==> config.mk <==
export PLATFORM = sky130hd
export DESIGN_NAME = markov_sequence_generator
export DESIGN_NICKNAME = d
export VERILOG_FILES = /design/src/rtl/markov_pkg.sv /design/src/rtl/markov_lfsr.sv /design/src/rtl/markov_sequence_generator.sv
export SDC_FILE = /design/constraint.sdc
export NUM_CORES = 1
export LEC_CHECK = 0
export ABC_AREA = 1
export ABC_CLOCK_PERIOD_IN_PS = 13600
export BUFFER_PORTS_ARGS = -buffer_cell sky130_fd_sc_hd__buf_2
export CAP_MARGIN = 40
export CORE_UTILIZATION = 65
export DETAILED_ROUTE_END_ITERATION = 6
export PLACE_DENSITY_LB_ADDON = 0.12
export RECOVER_POWER = 50
export SLEW_MARGIN = 5
export SYNTH_ARGS = -nofsm -noshare
export SYNTH_HDL_FRONTEND = slang
export SYNTH_HIERARCHICAL = 1
export SYNTH_SLANG_ARGS = --single-unit
==> constraint.sdc <==
create_clock -name clk -period 13.6 [get_ports clk]
set_input_delay 2.04 -clock clk [delete_from_list [all_inputs] [get_ports clk]]
set_output_delay 2.04 -clock clk [all_outputs]
set_load 0.03 [all_outputs]
==> src/rtl/markov_pkg.sv <==
// Shared definitions for the Markov learner / sequence generator pair:
// default widths, generator state encoding, LFSR constants and the
// {row, col} transition-table address packing.
package markov_pkg;

  localparam int SYM_W_DEF  = 3;
  localparam int CNT_W_DEF  = 8;
  localparam int LFSR_W_DEF = 16;
  localparam int LEN_W_DEF  = 8;

  // Galois feedback mask and the value used whenever a zero seed is supplied
  localparam logic [15:0] LFSR_MASK     = 16'hB400;
  localparam logic [15:0] LFSR_SEED_DEF = 16'hACE1;

  typedef enum logic [2:0] {
    ST_IDLE = 3'd0,
    ST_SUM  = 3'd1,
    ST_DRAW = 3'd2,
    ST_SCAN = 3'd3,
    ST_EMIT = 3'd4,
    ST_DONE = 3'd5
  } gen_state_t;

  // Table address: row is the current symbol, column the candidate successor
  function automatic logic [2*SYM_W_DEF-1:0] tbl_addr(input logic [SYM_W_DEF-1:0] row,
                                                     input logic [SYM_W_DEF-1:0] col);
    return {row, col};
  endfunction

endpackage

==> src/rtl/markov_lfsr.sv <==
// Right-shifting Galois LFSR with synchronous load and step enable.
// A zero load value is replaced by SEED so the register never locks up.
module markov_lfsr
  import markov_pkg::*;
#(
  parameter int           W    = LFSR_W_DEF,
  parameter logic [W-1:0] MASK = W'(LFSR_MASK),
  parameter logic [W-1:0] SEED = W'(LFSR_SEED_DEF)
) (
  input  logic         clk,
  input  logic         reset,
  input  logic         load,
  input  logic [W-1:0] load_val,
  input  logic         step,
  output logic [W-1:0] value
);

  // Load has priority over step; one Galois shift per enabled cycle
  always_ff @(posedge clk or posedge reset) begin
    if (reset) begin
      value <= SEED;
    end else if (load) begin
      value <= (load_val == '0) ? SEED : load_val;
    end else if (step) begin
      value <= (value >> 1) ^ (value[0] ? MASK : '0);
    end
  end

endmodule

==> src/rtl/markov_sequence_generator.sv <==
// Markov sequence generator: reads the transition-count table row of the
// current symbol, draws a count-weighted successor and streams it out.
// Optional feature macro: MARKOV_GEN_RESTART_EN (restart from the captured
// first symbol on an all-zero row instead of terminating).
// Stream handshake: sym_valid is high only in EMIT and sym_data is stable
// while it is high; a symbol transfers on a rising edge with
// sym_valid && sym_ready, and sym_valid never drops before that except on reset.
module markov_sequence_generator
  import markov_pkg::*;
#(
  parameter int SYM_W  = SYM_W_DEF,
  parameter int CNT_W  = CNT_W_DEF,
  parameter int LFSR_W = LFSR_W_DEF,
  parameter int LEN_W  = LEN_W_DEF
) (
  input  logic               clk,
  input  logic               reset,
  input  logic               start,
  input  logic [LFSR_W-1:0]  seed,
  input  logic [SYM_W-1:0]   first_sym,
  input  logic [LEN_W-1:0]   seq_len,
  output logic               tbl_rd_en,
  output logic [2*SYM_W-1:0] tbl_rd_addr,
  input  logic [CNT_W-1:0]   tbl_rd_data,
  output logic               sym_valid,
  output logic [SYM_W-1:0]   sym_data,
  input  logic               sym_ready,
  output logic               busy,
  output logic               done,
  output logic               dead_end,
  output gen_state_t         state_dbg
);

  localparam int TOT_W = CNT_W + SYM_W;
  localparam int PW    = LFSR_W + TOT_W;
  localparam logic [SYM_W:0] NSYM_C  = {1'b1, {SYM_W{1'b0}}};
  localparam logic [SYM_W:0] COL_ONE = {{SYM_W{1'b0}}, 1'b1};

  gen_state_t        state_q, state_d;
  logic [SYM_W-1:0]  cur_q;
  logic [SYM_W-1:0]  sym_q;
  logic [LEN_W-1:0]  rem_q;
  logic [SYM_W:0]    col_q;      // next column to issue; reaches NSYM after the last read
  logic              pend_q;     // a read was issued last cycle, so tbl_rd_data is valid now
  logic [TOT_W-1:0]  total_q, cum_q, r_q;
  logic              dead_q;
  logic [LFSR_W-1:0] lfsr_val;

  logic             accept, issue, sum_last, zero_row, hit, restart, col_clr;
  logic [TOT_W-1:0] sum_next, cum_next, draw_r;
  logic [PW-1:0]    prod;

  assign accept   = start && ((state_q == ST_IDLE) || (state_q == ST_DONE));
  assign issue    = (col_q < NSYM_C);
  assign sum_next = total_q + TOT_W'(tbl_rd_data);
  assign cum_next = cum_q + TOT_W'(tbl_rd_data);
  assign sum_last = (state_q == ST_SUM) && (col_q == NSYM_C);
  assign zero_row = sum_last && (sum_next == '0);
  // The first column whose running sum exceeds r wins; zero-weight columns never do
  assign hit      = (state_q == ST_SCAN) && pend_q && (cum_next > r_q);
  // Full-width product keeps r in [0, total-1]
  assign prod     = PW'(lfsr_val) * PW'(total_q);
  assign draw_r   = TOT_W'(prod >> LFSR_W);
  assign col_clr  = (state_d != state_q) || sum_last;

`ifdef MARKOV_GEN_RESTART_EN
  logic [SYM_W-1:0] first_q;
  assign restart = zero_row && (cur_q != first_q);
`else
  assign restart = 1'b0;
`endif

  markov_lfsr #(
    .W    (LFSR_W),
    .MASK (LFSR_W'(LFSR_MASK)),
    .SEED (LFSR_W'(LFSR_SEED_DEF))
  ) u_lfsr (
    .clk      (clk),
    .reset    (reset),
    .load     (accept),
    .load_val (seed),
    .step     (state_q == ST_DRAW),
    .value    (lfsr_val)
  );

  // Next-state and table read strobe
  always_comb begin
    state_d   = state_q;
    tbl_rd_en = 1'b0;
    unique case (state_q)
      ST_IDLE, ST_DONE: begin
        if (start) state_d = (seq_len == '0) ? ST_DONE : ST_SUM;
      end
      ST_SUM: begin
        tbl_rd_en = issue;
        if (sum_last) begin
          if (sum_next != '0) state_d = ST_DRAW;
          else if (restart)   state_d = ST_SUM;
          else                state_d = ST_DONE;
        end
      end
      ST_DRAW: state_d = ST_SCAN;
      ST_SCAN: begin
        tbl_rd_en = issue && !hit;
        if (hit) state_d = ST_EMIT;
      end
      ST_EMIT: begin
        if (sym_ready) state_d = (rem_q == LEN_W'(1)) ? ST_DONE : ST_SUM;
      end
      default: state_d = ST_IDLE;
    endcase
  end

  // State register
  always_ff @(posedge clk or posedge reset) begin
    if (reset) state_q <= ST_IDLE;
    else       state_q <= state_d;
  end

  // Datapath: column counter, accumulators, draw value, symbol and sequence bookkeeping
  always_ff @(posedge clk or posedge reset) begin
    if (reset) begin
      col_q   <= '0;
      pend_q  <= 1'b0;
      total_q <= '0;
      cum_q   <= '0;
      r_q     <= '0;
      sym_q   <= '0;
      cur_q   <= '0;
      rem_q   <= '0;
      dead_q  <= 1'b0;
`ifdef MARKOV_GEN_RESTART_EN
      first_q <= '0;
`endif
    end else begin
      pend_q <= tbl_rd_en;
      if (col_clr)        col_q <= '0;
      else if (tbl_rd_en) col_q <= col_q + COL_ONE;
      if (state_q == ST_SUM)  total_q <= pend_q ? sum_next : '0;
      if (state_q == ST_SCAN) cum_q   <= pend_q ? cum_next : '0;
      if (state_q == ST_DRAW) r_q     <= draw_r;
      if (hit) sym_q <= col_q[SYM_W-1:0] - SYM_W'(1);
      if (accept) begin
        cur_q <= first_sym;
        rem_q <= seq_len;
`ifdef MARKOV_GEN_RESTART_EN
        first_q <= first_sym;
`endif
      end else if ((state_q == ST_EMIT) && sym_ready) begin
        cur_q <= sym_q;
        rem_q <= rem_q - LEN_W'(1);
      end
`ifdef MARKOV_GEN_RESTART_EN
      else if (restart) begin
        cur_q <= first_q;
      end
`endif
      if (accept)        dead_q <= 1'b0;
      else if (zero_row) dead_q <= 1'b1;
`ifdef MARKOV_GEN_RESTART_EN
      else if (state_q == ST_SUM) dead_q <= 1'b0;
`endif
    end
  end

  assign tbl_rd_addr = {cur_q, col_q[SYM_W-1:0]};
  assign sym_valid   = (state_q == ST_EMIT);
  assign sym_data    = sym_q;
  assign busy        = (state_q == ST_SUM) || (state_q == ST_DRAW) ||
                       (state_q == ST_SCAN) || (state_q == ST_EMIT);
  assign done        = (state_q == ST_DONE);
  assign dead_end    = dead_q;
  assign state_dbg   = state_q;

endmodule

== Yosys cells after proc, flatten, opt, wreduce, memory -nomap -nowiden ==
Cells that the tools add are included.
Storage, ports and cells
  bits of input ports: 39
  logic and storage cells: 74
  bits in latches: 0
  output and inout bits: 17
  memories: 0
  ROM bits: 0
  bits in registers: 72
  bits in writable memories: 0
Operators by class
  multiply operators: 1
  mux-type cells: 23
  shifts and indexed selects: 0
  reductions and logical operators: 23
  $lt $le $gt $ge: 2
  div/mod/pow operators: 0
  equal/unequal tests: 8
  bitwise gates (word level): 1
  add/subtract/negate cells: 5
Operator list (number)
  2-to-1 mux 16 bit: 4
  multiplier 16 x 11 -> 27 bit: 1
  2-to-1 mux 3 bit: 9
  adder 11 x 8 -> 11 bit: 2
  2-to-1 mux 11 bit: 2
  logical NOT 16 bit: 1
  2-to-1 mux 8 bit: 2
  XOR 15 x 16 -> 16 bit: 1
  one-hot mux 3 bit (5 select lines): 1
  > comparator 11 bit: 1
  logical NOT 11 bit: 1
  nonzero test 11 bit: 1
  equality test 8 x 1 -> 1 bit (second input constant): 1
  logical NOT 8 bit: 1
  2-to-1 mux 4 bit: 2
  nonzero test 2 bit: 4
  subtractor 8 x 1 -> 8 bit (second input constant): 1
  logical AND 1 bit: 7
  equality test 3 x 2 -> 1 bit (second input constant): 2
  equality test 3 bit (second input constant): 2
  logical OR 1 bit: 5
  adder 4 x 1 -> 4 bit (second input constant): 1
  equality test 4 bit (second input constant): 1
  less-than comparator 4 bit (second input constant): 1
  8 further kinds: 9

== Depth between registers and ports, before layout ==
  word-level depth: 8
  depth in mapped cells: 27
  mapped depth without buffers: 25

== Hierarchy ==
The synthesis kept the hierarchy.
By module, submodules not included
  markov_sequence_generator: area an instance 9265.1 sq um, seq. area each 1401.3 sq um, times used 1, cells each 1228
  markov_lfsr: area an instance 939.7 sq um, seq. area each 410.4 sq um, times used 1, cells each 128

== Worst setup path before layout ==
Ideal clock, no wire load.
  kind: input port to output port
  start point: in tbl_rd_data[0]
  end point: out tbl_rd_en
  slack: 7.100 ns
  cell stages on the path: 21
  data arrival time: 4.460 ns
  required time: 11.560 ns
  path buffers: 0
  cells stage by stage: ha_1 > fa_1 > nand3_1 > nand2_1 > nand2_1 > o211ai_1 > nand2_1 > nor2_1 > xor2_1 > inv_1 > ha_1 > nand2_1 > nor2_1 > nand4_1 > nand3_1 > inv_2 > nand2_2 > nand2_2 > nand2_1 > nand2_2 > inv_2
Between the ends
  longest elaborated chain between the ends: 6
RTL lines
  from (decl): line markov_sequence_generator.sv:24  | input logic [CNT_W-1:0] tbl_rd_data,
  adder 11 x 8 -> 11 bit: line markov_sequence_generator.sv:56  | assign cum_next = cum_q + TOT_W'(tbl_rd_data);
  > comparator 11 bit: line markov_sequence_generator.sv:60  | assign hit = (state_q == ST_SCAN) && pend_q && (cum_next > r_q);
  logical AND 1 bit: line markov_sequence_generator.sv:60
  logical NOT 1 bit: line markov_sequence_generator.sv:104  | tbl_rd_en = issue && !hit;
  logical AND 1 bit: line markov_sequence_generator.sv:104
  one-hot mux 1 bit (2 select lines): line markov_sequence_generator.sv:90  | unique case (state_q)
  to (decl): line markov_sequence_generator.sv:22  | output logic tbl_rd_en,
Every way passes these cells.

== Worst setup path in the final report ==
Same ends and word-level chain as after synthesis.

==> flow_summary.ini <==
[clock_tree]
htree_levels = 3
cts_root_buf = clkbuf_16
cts_hold_buf = 0
worstSkewPairLatency_ns = 0.34
cts_buffers = 9
cts_setup_buffers = 0
numClockSinks = 72
cts_resized = 0
clk_path_buf_depth = 2
cts_tree = built
clk_pin_slew_ns = 0.06

[global_routing]
grtUsageTotal = 0.3327
grt-ovfl-total = 0
grt_max_degree = 57
grt_pass1_vias = 8780
grt_first_pass_wirelength_um = 42080
grt_antenna_before_repair = 0

[worst_setup_path]
cp_data_required_time_ns = 11.56
regToRegSetupSlack_ns = 8.05
crit_arrival_ns = 5.10
worst_setup_path_start_kind = input port
crit_type = in -> out
crit_fanout = 8
end_kind = output port

[sta]
final-setup-viol-count = 0
period_needed_ns = 7.145
report.final.slew_viol_count = 57
slew_headroom = -1.012
worstMarginPinSlew_ns = 3.018
hold_violations = 0
fin_skew_ns = 0.008363
tns_ns = 0
rsz0062_at_grt = false
fin_crit_sh = 0.5254
max_freq_mhz = 140.0
hold_ws_ns = 0.4898

[logic_synthesis]
synth_largest_area_cell = fa_1
yosysUniqueCellTypes = 53
synth_seq_cells = 72
syn_avg_cell_area_um2 = 7.526
synth_top_area_share = 0.2472
syn-num-nets = 1615
synth.yosys.seq_area_share = 0.1775
syn_area_um2 = 10200
synthTopCellsByArea = fa_1, dfrtp_1, nand2_1
synth_warnings = 6
syn_inst = 1356

[place]
port_buffers = 55
place_hpwl_um = 18930
gp_congestion = 0.8897

[floorplan]
die_area_um2 = 16210
pin_count = 56
std_cell_rows = 45
core_um2 = 15260
start_util = 0.6688
fp.dieH_um = 127.3
fp.dieW_um = 127.3

[detailed_routing]
drc = 0
firstDrtPassIters = 6
vias = 8697
routed_wl_um = 24360
drt_iter0_drc = 587
via_per_inst = 5.456
post_drt_wl_per_cell_um = 15.28
postRouteAntennaNets = 0

[layout]
final_cell_mix = nand2_1, inv_1, fa_1
final_common_cell = nand2_1
syn2layout_area_growth_pct = 6.927
antenna_cells = 0
final_nets = 1637
drive_above_1_share = 0.08315
fillers = 1282

[job]
drv_cap = 1

[min_path]
holdCritPathClass = reg -> reg

[outcome]
outcome = finished with violations
violations = capacitance limit, slew limit
-- worst max-delay path, cell delays in order --
cell and delay (ns):
clkbuf_1 0.10, ha_1 0.23, fa_1 0.41, nand3_1 0.10, nand2_1 0.11, nand2_1 0.09, o211ai_1 0.15, nand2_1 0.10
nor2_1 0.05, xor2_1 0.17, inv_1 0.07, ha_1 0.29, nand2_1 0.07, nor2_1 0.17, nand4_1 0.10, nand3_1 0.10
inv_2 0.04, nand2_2 0.14, nand2_2 0.07, nand2_1 0.12, nand2_2 0.07, inv_2 0.10, buf_2 0.21
-- flip-flops by register name (all words and copies together), names as in the netlist --
name and count:
pend_q 1, state_dbg 3, r_q 11, rem_q 8, col_q 4, u_lfsr/value 16, dead_end 1, sym_data 3
cum_q 11, cur_q 3, total_q 11
-- cell usage after synthesis (all sizes together) --
cell and instances:
o21a 2, buf 13, fa 126, a31oi 3, nand4 12, xor2 19, a21oi 54, a211oi 3
o221ai 4, a41oi 1, o21bai 2, a32o 1, a22oi 6, nand2 387, nand3b 5, xnor2 6
a32oi 1, a22o 2, o31ai 1, nor2 86, clkinv 1, o22ai 11, a21boi 1, nor3b 1
nor4 1, o21ai 45, dfstp 8, a21o 5, or2 4, inv 294, o211ai 5, nor3 10
clkbuf 37, ha 94, nand3 41, dfrtp 64
-- logic make-up (layout without fill, tap and decap cells) --
kind of cell | after synthesis | count (layout) | synth area share
and+or+nand+nor | 547 | 547 | 0.2214
adders and majority gates | 220 | 220 | 0.3624
xor gates and xnor gates | 25 | 25 | 0.02146
DFF | 72 | 72 | 0.1775
AOI/OAI and AO/OA | 147 | 147 | 0.08411
buffers and inverters | 345 | 372 | 0.1330
-- final timing paths --
check / start / endpoint / cells after the start
worst min register to register: cur_q[1]$_DFFE_PP0P_ / cur_q[1]$_DFFE_PP0P_ / 2
worst max-delay path: tbl_rd_data[0] / tbl_rd_en / 23
worst min-delay path: cur_q[1]$_DFFE_PP0P_ / cur_q[1]$_DFFE_PP0P_ / 2
min in group asynchronous: reset / u_lfsr/value[1]$_DFFE_PP0P_ / 2
max in group asynchronous: reset / total_q[0]$_DFFE_PP0P_ / 3
worst max register to register: total_q[2]$_DFFE_PP0P_ / r_q[9]$_DFFE_PP0P_ / 18
-- cell type report --
| type | instances | area [µm²] | area share |
|---|---|---|---|
| Multi-Input combinational cell | 939 | 7036 | 0.6448 |
| Sequential cell | 72 | 1812 | 0.1660 |
| Inverter | 295 | 1120 | 0.1026 |
| Timing Repair Buffer | 61 | 381.6 | 0.03497 |
| Tap cell | 211 | 264.0 | 0.02419 |
| Clock buffer | 10 | 229.0 | 0.02098 |
| Clock inverter | 6 | 70.07 | 0.006421 |
-- metal layers --
metal	global-route usage	routed length [µm]
met1	0.4499	10510
met2	0.5657	11740
met3	0.04481	1613
met4	0.08824	500
met5	0	0
-- per-stage QoR --
stage	setup WS [ns]	util	cell area [µm²]	instances
final	6.455	0.7151	10910	1594
after global routing	6.127	0.7151	10910	1594
after CTS	6.479	0.7137	10890	1593
after detailed placement	6.497	0.6941	10590	1577
after global placement	6.603	0.6895	10520	1574
after floorplan	7.100	-	10200	1356
Power is not shown: default switching activity piles up to over one toggle a cycle in this logic, so the estimate is an artifact.
